--- config.mk ---
export PLATFORM = sky130hd
export DESIGN_NAME = pwl_activation_bwd
export DESIGN_NICKNAME = d
export VERILOG_FILES = /design/src/rtl/pwl_activation_bwd.sv
export SDC_FILE = /design/constraint.sdc
export NUM_CORES = 1
export LEC_CHECK = 0
export BUFFER_PORTS_ARGS = -buffer_cell sky130_fd_sc_hd__clkbuf_2
export CORE_MARGIN = 5
export CORE_UTILIZATION = 30
export DETAILED_ROUTE_END_ITERATION = 8
export GPL_TIMING_DRIVEN = 0
export MAX_ROUTING_LAYER = met4
export PLACE_DENSITY = 0.56
export SYNTH_ARGS = -nofsm -noshare
export SYNTH_HDL_FRONTEND = slang
export SYNTH_SLANG_ARGS = --single-unit
--- constraint.sdc ---
create_clock -name clk -period 1.51 [get_ports clk]
set_input_delay 0.0755 -clock clk [delete_from_list [all_inputs] [get_ports clk]]
set_output_delay 0.0755 -clock clk [all_outputs]
set_load 0.01 [all_outputs]
--- src/rtl/pwl_activation_bwd.sv ---
// Backward pass of the bipolar PWL activation y = clamp(2x, -1, +1): dL/dx = 2g inside |x| < 0.5, else 0.
// Two-stage valid/ready pipeline with run counters; `PWL_BWD_OVF_FLAG_EN adds a sticky ovf_flag output.
module pwl_activation_bwd #(
  parameter int unsigned DATA_W = 16,
  parameter int unsigned FRAC_W = 12,
  parameter int unsigned CNT_W  = 16
) (
  input  logic              clk,
  input  logic              rst_n,
  input  logic [DATA_W-1:0] x_in,
  input  logic [DATA_W-1:0] g_in,
  input  logic              in_valid,
  output logic              in_ready,
  input  logic              in_last,
  output logic [DATA_W-1:0] g_out,
  output logic              out_valid,
  input  logic              out_ready,
  output logic              out_last,
  input  logic              stat_clr,
  output logic [CNT_W-1:0]  cnt_total,
  output logic [CNT_W-1:0]  cnt_gated
`ifdef PWL_BWD_OVF_FLAG_EN
  ,
  output logic              ovf_flag
`endif
);

  // Gate threshold T = 0.5 in the sample format, and the representable range of 2g.
  localparam logic signed [DATA_W-1:0] ThrPos =
      {{(DATA_W-FRAC_W){1'b0}}, 1'b1, {(FRAC_W-1){1'b0}}};
  localparam logic signed [DATA_W-1:0] ThrNeg = -ThrPos;
  localparam logic signed [DATA_W:0]   DMax   = {2'b00, {(DATA_W-1){1'b1}}};
  localparam logic signed [DATA_W:0]   DMin   = {2'b11, {(DATA_W-1){1'b0}}};
  localparam logic [DATA_W-1:0]        GMax   = {1'b0, {(DATA_W-1){1'b1}}};
  localparam logic [DATA_W-1:0]        GMin   = {1'b1, {(DATA_W-1){1'b0}}};

  logic              s1_valid_q;
  logic [DATA_W-1:0] s1_x_q;
  logic [DATA_W-1:0] s1_g_q;
  logic              s1_last_q;

  logic              s2_valid_q;
  logic [DATA_W-1:0] s2_g_q;
  logic              s2_last_q;
  logic              s2_gated_q;

  logic [CNT_W-1:0]  cnt_total_q;
  logic [CNT_W-1:0]  cnt_gated_q;

  logic              s1_load;
  logic              s2_load;
  logic              out_fire;
  logic              gate;
  logic signed [DATA_W:0] d;
  logic              sat_hi;
  logic              sat_lo;
  logic [DATA_W-1:0] s2_g_d;

  // No skid buffer: in_ready is combinational from out_ready through both stages.
  assign s2_load  = !s2_valid_q || out_ready;
  assign s1_load  = !s1_valid_q || s2_load;
  assign in_ready = s1_load;
  assign out_fire = s2_valid_q && out_ready;

  always_ff @(posedge clk or negedge rst_n) begin
    if (!rst_n) begin
      s1_valid_q <= 1'b0;
      s1_x_q     <= '0;
      s1_g_q     <= '0;
      s1_last_q  <= 1'b0;
    end else if (s1_load) begin
      s1_valid_q <= in_valid;
      if (in_valid) begin
        s1_x_q    <= x_in;
        s1_g_q    <= g_in;
        s1_last_q <= in_last;
      end
    end
  end

  // Strict bounds: |x| = 0.5 already sits in the saturated region of the forward function.
  assign gate = ($signed(s1_x_q) > ThrNeg) && ($signed(s1_x_q) < ThrPos);

  // 2g is exact at DATA_W+1 bits; only the final narrowing can saturate.
  assign d = $signed({s1_g_q, 1'b0});

  always_comb begin
    sat_hi = (d > DMax);
    sat_lo = (d < DMin);
    s2_g_d = d[DATA_W-1:0];
    if (!gate) begin
      s2_g_d = '0;
    end else if (sat_hi) begin
      s2_g_d = GMax;
    end else if (sat_lo) begin
      s2_g_d = GMin;
    end
  end

  always_ff @(posedge clk or negedge rst_n) begin
    if (!rst_n) begin
      s2_valid_q <= 1'b0;
      s2_g_q     <= '0;
      s2_last_q  <= 1'b0;
      s2_gated_q <= 1'b0;
    end else if (s2_load) begin
      s2_valid_q <= s1_valid_q;
      if (s1_valid_q) begin
        s2_g_q     <= s2_g_d;
        s2_last_q  <= s1_last_q;
        s2_gated_q <= !gate;
      end
    end
  end

  assign out_valid = s2_valid_q;
  assign g_out     = s2_g_q;
  assign out_last  = s2_last_q;

  // Counters survive out_last; software reads them and then pulses stat_clr.
  always_ff @(posedge clk or negedge rst_n) begin
    if (!rst_n) begin
      cnt_total_q <= '0;
      cnt_gated_q <= '0;
    end else if (stat_clr) begin
      cnt_total_q <= '0;
      cnt_gated_q <= '0;
    end else if (out_fire) begin
      cnt_total_q <= cnt_total_q + 1'b1;
      if (s2_gated_q) begin
        cnt_gated_q <= cnt_gated_q + 1'b1;
      end
    end
  end

  assign cnt_total = cnt_total_q;
  assign cnt_gated = cnt_gated_q;

`ifdef PWL_BWD_OVF_FLAG_EN
  logic s2_sat_q;
  logic ovf_q;

  always_ff @(posedge clk or negedge rst_n) begin
    if (!rst_n) begin
      s2_sat_q <= 1'b0;
    end else if (s2_load && s1_valid_q) begin
      s2_sat_q <= gate && (sat_hi || sat_lo);
    end
  end

  always_ff @(posedge clk or negedge rst_n) begin
    if (!rst_n) begin
      ovf_q <= 1'b0;
    end else if (stat_clr) begin
      ovf_q <= 1'b0;
    end else if (out_fire && s2_sat_q) begin
      ovf_q <= 1'b1;
    end
  end

  assign ovf_flag = ovf_q;
`endif

endmodule

==> results of run 1 <==
[registers in the layout, summed over array words and instances (netlist names)]
signal	count
cnt_gated	16
cnt_total	16
g_out	16
s1_g_q	16
s1_x_q	16
out_last	1
out_valid	1
s1_last_q	1
s1_valid_q	1
s2_gated_q	1
[synth_stat cells, drive strengths merged, types with 4 or more instances]
| cell | count | area, µm² |
|---|---|---|
| a21oi | 12 | 60.1 |
| nor4 | 6 | 37.5 |
| a22o | 15 | 131 |
| o31ai | 4 | 30.0 |
| buf | 5 | 25.0 |
| o21ai | 6 | 30.0 |
| nand2 | 14 | 55.1 |
| clkbuf | 11 | 41.3 |
| xnor2 | 9 | 78.8 |
| and4 | 5 | 45.0 |
| or3 | 8 | 60.1 |
| maj3 | 14 | 140 |
| xor2 | 11 | 96.3 |
| and3 | 4 | 26.3 |
| dfrtp | 85 | 2130 |
| or4 | 4 | 30.0 |
| nand3 | 9 | 45.0 |
| nor2 | 22 | 82.6 |
| nand4 | 12 | 75.1 |
| mux2 | 34 | 383 |
[power breakdown]
part	switching, mW	internal [mW]
logic	0.361	0.454
clock network	0.863	1.26
registers	0.132	2.47
total	1.36	4.18
[placed cells by master, fill, tap and decap left out, types with 3 or more instances in the layout]
cell type       n
nand2_1        11
nor2_1         21
nor4_1          3
inv_1           3
o21ai_0         6
clkbuf_16       9
xnor2_1         9
mux2_2         34
nor4_2          3
clkinv_2        3
a21oi_1        10
nand4_1        12
nand3_1         5
clkbuf_2       88
a22o_1         15
o31ai_1         4
or3_1           5
maj3_1         14
buf_4          31
buf_6           5
or4_1           4
dfrtp_1        75
dlygate4sd3_1  35
clkbuf_1        7
or3_4           3
dfrtp_2        10
xor2_1         11
[cell type report]
cell class	instances	area [µm²]
fill	1184	6960
inverter	3	11.3
clock inverter	5	52.6
timing repair buffer	155	1060
clock buffer	10	229
buffer	13	81.3
sequential	85	2140
tap	172	215
multi-input combinational	207	1720
[final timing paths]
kind                                       start                        end  slack (ns)  depth (start not counted)
setup / recovery           out_valid$_DFFE_PN0P_  cnt_total[15]$_DFFE_PN0P_       -0.08                          5
hold / removal                          stat_clr  cnt_total[15]$_DFFE_PN0P_        0.13                          2
setup reg to reg           out_valid$_DFFE_PN0P_  cnt_total[15]$_DFFE_PN0P_       -0.08                          5
hold reg to reg            s1_x_q[6]$_DFFE_PN0P_      s1_x_q[6]$_DFFE_PN0P_        0.51                          1
max in group asynchronous                  rst_n   cnt_gated[2]$_DFFE_PN0P_        0.50                          3
min in group asynchronous                  rst_n     s1_g_q[13]$_DFFE_PN0P_        0.33                          2
[kinds of logic (layout without fill, tap and decap cells)]
group	Yosys count	in the layout	share of synthesized area, %
simple gates	95	95	14.1
fa+ha+maj	16	16	4.38
xor+xnor	20	20	4.64
compound gates	40	40	7.79
flops	85	85	56.4
buf+inv	19	186	2.06
mux	36	36	10.7
[layer usage]
| layer | vias to the layer above | wire length, µm | GRT usage, % |
|---|---|---|---|
| li1 | 1463 | - | - |
| met5 | - | 0 | - |
| met1 | 1506 | 4030 | 16.4 |
| met2 | 75 | 4680 | 21.3 |
| met4 | 0 | 180 | 6.09 |
| met3 | 15 | 434 | 2.79 |
[what timing repair did]
item	4_1_cts	5_1_grt
setup endpoints to repair	58	46
hold buffers	35	0
pin swaps	9	8
setup buffers	24	7
gates resized for setup	16	28
hold endpoints to repair	76	0
gates cloned	0	1
[stage by stage]
stage                     util [%]  setup TNS, ns  cells  setup slack [ns]  hold WS, ns
final                         44.1          -1.04    650           -0.0751        0.130
after global routing          44.1          -3.21    650            -0.153        0.130
after CTS                     42.8          -1.08    643           -0.0829        0.129
after detailed placement      35.9          -8.67    571            -0.248        0.167
after global placement        35.7         -58.86    570            -0.767        0.309
after floorplan                  -         -0.178    311           -0.0642       -0.220
==> impl_summary.md, run 1 <==
Die
The boundary pin count is 89. The area enclosed by the die boundary is 14900 µm². The horizontal die dimension is 122 µm.

The die outline height is 122 µm. The area of the core region is 12500 µm². The floorplan has 41 rows. Once the floorplan was initialized, standard cells occupied 30.3% of the core.

Synthesis
The proportion of synthesized flip-flops having asynchronous set or reset is 100%. The unique cell type count in the Yosys netlist is 36. Yosys printed 0 warnings. The proportion of synthesized chip area in sequential cells is 56.4%.

For this run, the leading register cell type out of synthesis is dfrtp_1. The synthesized instance count is 311. The number of synthesized register bits is 85. Summing every instance area after synthesis gives 3770 µm². The number of nets handed over by synthesis was 351. The synthesized design contains 0 enable-type register cells. In this run the mean area of a mapped cell was 12.1 µm².

Power and ir drop
The total power after layout is 5.54 mW. The maximum resistive drop on vdd is 0.000592 V. The analysis attributes to cell leakage a power of 2.46 nW.

The total power per unit cell area is 1010 nW/µm².

Worst setup path
The cell at the slowest stage of the critical path is or4_1. The sum of buffers and inverters on the critical path is 1. The worst setup path is captured at a register. The worst setup path is launched from a register. In this design, the largest share of critical-path delay is due to simple AND/OR/NAND/NOR gates. For the worst setup path, the data required time is 1.77 ns. At the worst endpoint, the arrival time is 1.84 ns. The type of the worst setup path is register to register. The highest net fanout along the worst path is 7. On the worst path, the slowest cell contributes a delay of 0.47 ns. Walking the worst path, the cells encountered are buf_4 > and4_4 > nand3_4 > or4_1 > a21oi_1.

Place
The placed instance area is 4480 µm². The count of buffers inserted at the top-level ports is 87. The congestion estimate from routability-driven global placement came to 0.758. Detailed placement finished with a half-perimeter wire length of 6330 µm.

Timing
The final hold violation count is 0. The relative slew slack is 58.2%. The final critical-path setup slack is -0.0751 ns.

Counting I/O delays and the setup requirement, the final critical path takes 1.59 ns. The share of the clock period used by the worst path after layout is 105%. The transition time of the tightest slew-check pin is 0.627 ns. The number of pins exceeding their max-slew limit in the final report is 0.

The clock skew is 0.00708 ns. Setup violations remaining at the end of the flow were counted as 25. Setup repair after global routing could not meet its margin everywhere. The maximum operating frequency is 0.631 GHz.

Clock network
The insertion delay of the later-clocked pin in the worst-skew pair is 0.33 ns. Clock-pin slew was measured on the worst setup and hold paths at 0.06 ns. The number of clock sinks is 85. The CTS tree is yes. Clock tree synthesis inserted a total of 9 buffers.

The maximum buffer depth of the clock tree is 2. The tree is rooted in a clkbuf_16. The maximum level of the CTS H-tree is 3.

Detailed routing
The first routing iteration left 114 violations. Summed over all layers, the routed wires come to 9330 µm. The number of iterations in the first detailed-routing pass is 4. The post-route DRC violation count is 0. The average routed wire per standard cell is 14.3 µm.

The average vias per placed instance is 4.71. The final antenna-violating net count is 0. The number of vias after detailed routing is 3059.

GRT
The via count of the first global-routing pass was 3055. Global routing finished with a remaining overflow of 0. Global routing used 13.3% of the available tracks across all layers. Entering global routing, the biggest net connects 44 pins. The initial antenna violation count came to 0. The first-pass GRT wire length is 15200 µm.

Finish
Summing all non-filler instances in the final layout gives an area of 5500 µm². Cells with a size suffix above 1 make up 45.0% of the layout. At the end of the flow, the number of nets in the layout was 514. The area overhead of the layout relative to synthesis is 45.9%. The number of diodes is 0.

Worst hold path
The min-delay analysis places its worst path in the category input pin to register.

Status
The checks that failed: negative setup slack. The run finished, with violations left.

Run
The max-capacitance violation count is 0.
Power figures use the tool's default switching activity.
==> run 2: changes to the inputs <==
--- a/config.mk
+++ b/config.mk
@@ -11,7 +11,7 @@
 export DETAILED_ROUTE_END_ITERATION = 8
 export GPL_TIMING_DRIVEN = 0
 export MAX_ROUTING_LAYER = met4
-export PLACE_DENSITY = 0.56
+export PLACE_DENSITY = 0.55
 export SYNTH_ARGS = -nofsm -noshare
 export SYNTH_HDL_FRONTEND = slang
 export SYNTH_SLANG_ARGS = --single-unit
==> constraint.sdc (replaced) <==
create_clock -name clk -period 1.7 [get_ports clk]
set_input_delay 0.085 -clock clk [delete_from_list [all_inputs] [get_ports clk]]
set_output_delay 0.085 -clock clk [all_outputs]
set_load 0.01 [all_outputs]
==> impl_summary.md, run 2 (synthesis results as in run 1) <==
Worst setup path
The cell at the slowest stage of the critical path is or3_4 (was or4_1). The worst endpoint required time came to 1.96 ns (was 1.77 ns). The type of the worst setup path is register to register (unchanged). The longest individual stage delay on the worst path is 0.43 ns (was 0.47 ns). The arrival time at the worst endpoint came to 1.88 ns (was 1.84 ns). The startpoint class of the critical path is a register (unchanged). The highest net fanout along the worst path came to 6 (was 7). The cell family contributing the most delay on the critical path is simple AND/OR/NAND/NOR gates (unchanged).

Cells along the critical path: buf_4 > nand3_4 > or3_4 > or3_1 > a21oi_2 (was buf_4 > and4_4 > nand3_4 > or4_1 > a21oi_1). The nature of the critical path endpoint is a register (unchanged). The sum of buffers and inverters on the critical path is 1 (unchanged).

Detailed routing
The DRC marker count from the first detailed-route iteration is 137 (was 114). The average routed wire per standard cell was 13.9 µm (was 14.3 µm). The average vias per placed instance was 4.58 (was 4.71). The number of vias after detailed routing is 2900 (was 3059).

The overall routed net length came to 8820 µm (was 9330 µm). The number of iterations in the first detailed-routing pass is 4 (unchanged). The post-route DRC violation count is 0 (unchanged).

The final antenna-violating net count is 0 (unchanged).

Timing
The transition time of the tightest slew-check pin is 0.542 ns (was 0.627 ns). The minimum period implied by the final worst setup slack is 1.62 ns (was 1.59 ns). The final hold slack was 0.137 ns (was 0.130 ns). The clock skew is 0.00972 ns (was 0.00708 ns). The relative slew slack came to 63.9% (was 58.2%). The maximum operating frequency is 0.617 GHz (was 0.631 GHz). The share of the clock period used by the worst path after layout is 95.3% (was 105%).

The final hold violation count came to 0 (unchanged). The number of pins exceeding their max-slew limit in the final report is 0 (unchanged). The setup violation total in the final timing report is 0 (was 25).

Finish
The net count reported at finish is 496 (was 514). The number of diodes is 0 (unchanged). The most common library cell in the layout ignoring fill and taps is clkbuf_2 (unchanged). The post-route cell area is 5280 µm² (was 5500 µm²).

Leading cell types in the layout, fill and taps excluded: clkbuf_2, dfrtp_1, dlygate4sd3_1 (unchanged). The fraction of final layout cells sized beyond drive strength 1 is 39.3% (was 45.0%). The area overhead of the layout relative to synthesis is 40.0% (was 45.9%).

Die
The boundary pin count is 89 (unchanged). The cell row count is 41 (unchanged). The die outline height is 122 µm (unchanged).

The area of the core region is 12500 µm² (unchanged). The starting utilization of the core area was 30.3% (unchanged). The horizontal die dimension came to 122 µm (unchanged). The area enclosed by the die boundary is 14900 µm² (unchanged).

Clock network
The maximum level of the CTS H-tree is 3 (unchanged). The root buffer cell is clkbuf_16 (unchanged). The maximum buffer depth of the clock tree is 2 (unchanged). The number of clock sinks is 85 (unchanged). The total CTS buffers is 9 (unchanged). The CTS tree is yes (unchanged).

The clock input transition at the sequential cells of the worst setup and hold paths is 0.06 ns (about the same). The insertion delay of the later-clocked pin in the worst-skew pair is 0.34 ns (was 0.33 ns).

Power and ir drop
The maximum resistive drop on vdd was 0.000446 V (was 0.000592 V). The total power per unit cell area is 946 nW/µm² (was 1010 nW/µm²). The leakage power of the design was 2.33 nW (was 2.46 nW).

GRT
The first-pass GRT wire length is 15100 µm (was 15200 µm). The largest net degree at the start of global routing is 52 (was 44). The via count of the first global-routing pass is 3149 (was 3055).

The total routing resource utilization after global routing is 13.0% (was 13.3%). The global route total overflow was 0 (unchanged). The initial antenna violation count came to 0 (unchanged).

Run
The max-capacitance violation count is 0 (unchanged).

Place
The placed instance area is 4450 µm² (was 4480 µm²). The count of buffers inserted at the top-level ports came to 87 (unchanged). The final weighted congestion of routability-driven global placement is 0.771 (was 0.758).

The placed wire-length estimate is 6290 µm (was 6330 µm).

Status
Outcome: complete, no violations (was complete, but fails checks).

Worst hold path
The worst hold path class is input pin to register (unchanged).
## run 2: through the flow
step                std cells  setup slack (ns)  setup TNS (ns)  util, %  total power, mW
global placement          570            -0.456          -41.94     35.5             2.89
floorplan                 311            0.0187               0        -             2.68
finish                    633            0.0800               0     42.4             4.99
detailed placement        571            -0.156           -3.94     35.7             2.92
CTS                       630            0.0169               0     41.6             5.03
global route              633           -0.0128         -0.0128     42.4             5.23
## run 2: area by class of cell
| cell class | count | area (µm²) |
|---|---|---|
| tap | 172 | 215 |
| inverter | 3 | 11.3 |
| fill | 1198 | 7190 |
| clock buffer | 9 | 225 |
| multi-input combinational | 207 | 1630 |
| buffer | 15 | 76.3 |
| timing repair buffer | 135 | 906 |
| sequential | 85 | 2130 |
| clock inverter | 7 | 81.3 |
## run 2: path summary, 6_finish.rpt
check | from | endpoint | slack (ns) | cells past startpoint
min reg2reg | s1_g_q[3]$_DFFE_PN0P_ | s1_g_q[3]$_DFFE_PN0P_ | 0.51 | 1
max reg2reg | cnt_gated[0]$_DFFE_PN0P_ | cnt_gated[15]$_DFFE_PN0P_ | 0.08 | 5
min in group asynchronous | rst_n | s1_g_q[8]$_DFFE_PN0P_ | 0.31 | 2
max | cnt_gated[0]$_DFFE_PN0P_ | cnt_gated[15]$_DFFE_PN0P_ | 0.08 | 5
min | stat_clr | cnt_gated[15]$_DFFE_PN0P_ | 0.14 | 2
max in group asynchronous | rst_n | cnt_gated[3]$_DFFE_PN0P_ | 0.74 | 3
## run 2: metal layers
layer  global-route usage (%)  wire length (µm)  vias to the layer above
met4                     3.78                70                        0
met1                     15.9              3930                     1400
met5                        -                 0                        -
li1                         -                 -                     1421
met3                     3.57               498                        8
met2                     21.3              4320                       71
## run 2: repair_timing
item,4_1_cts,5_1_grt
gates resized for setup,6,22
endpoints found under the setup margin,48,48
pin swaps,1,4
endpoints found under the hold margin,68,0
hold buffers,35,0
setup buffers,8,4
## run 2: worst register-to-register path, stage by stage, from the launching register on
cell and delay (ns):
dfrtp_2 0.38, buf_4 0.14, nand3_4 0.09, or3_4 0.43
or3_1 0.37, a21oi_2 0.14
## run 2: report_power, final
group | switching (mW) | leakage (nW) | internal [mW]
clock | 0.851 | 0.147 | 1.16
sequential | 0.116 | 1.09 | 2.19
combinational | 0.308 | 1.10 | 0.372
total | 1.27 | 2.33 | 3.72
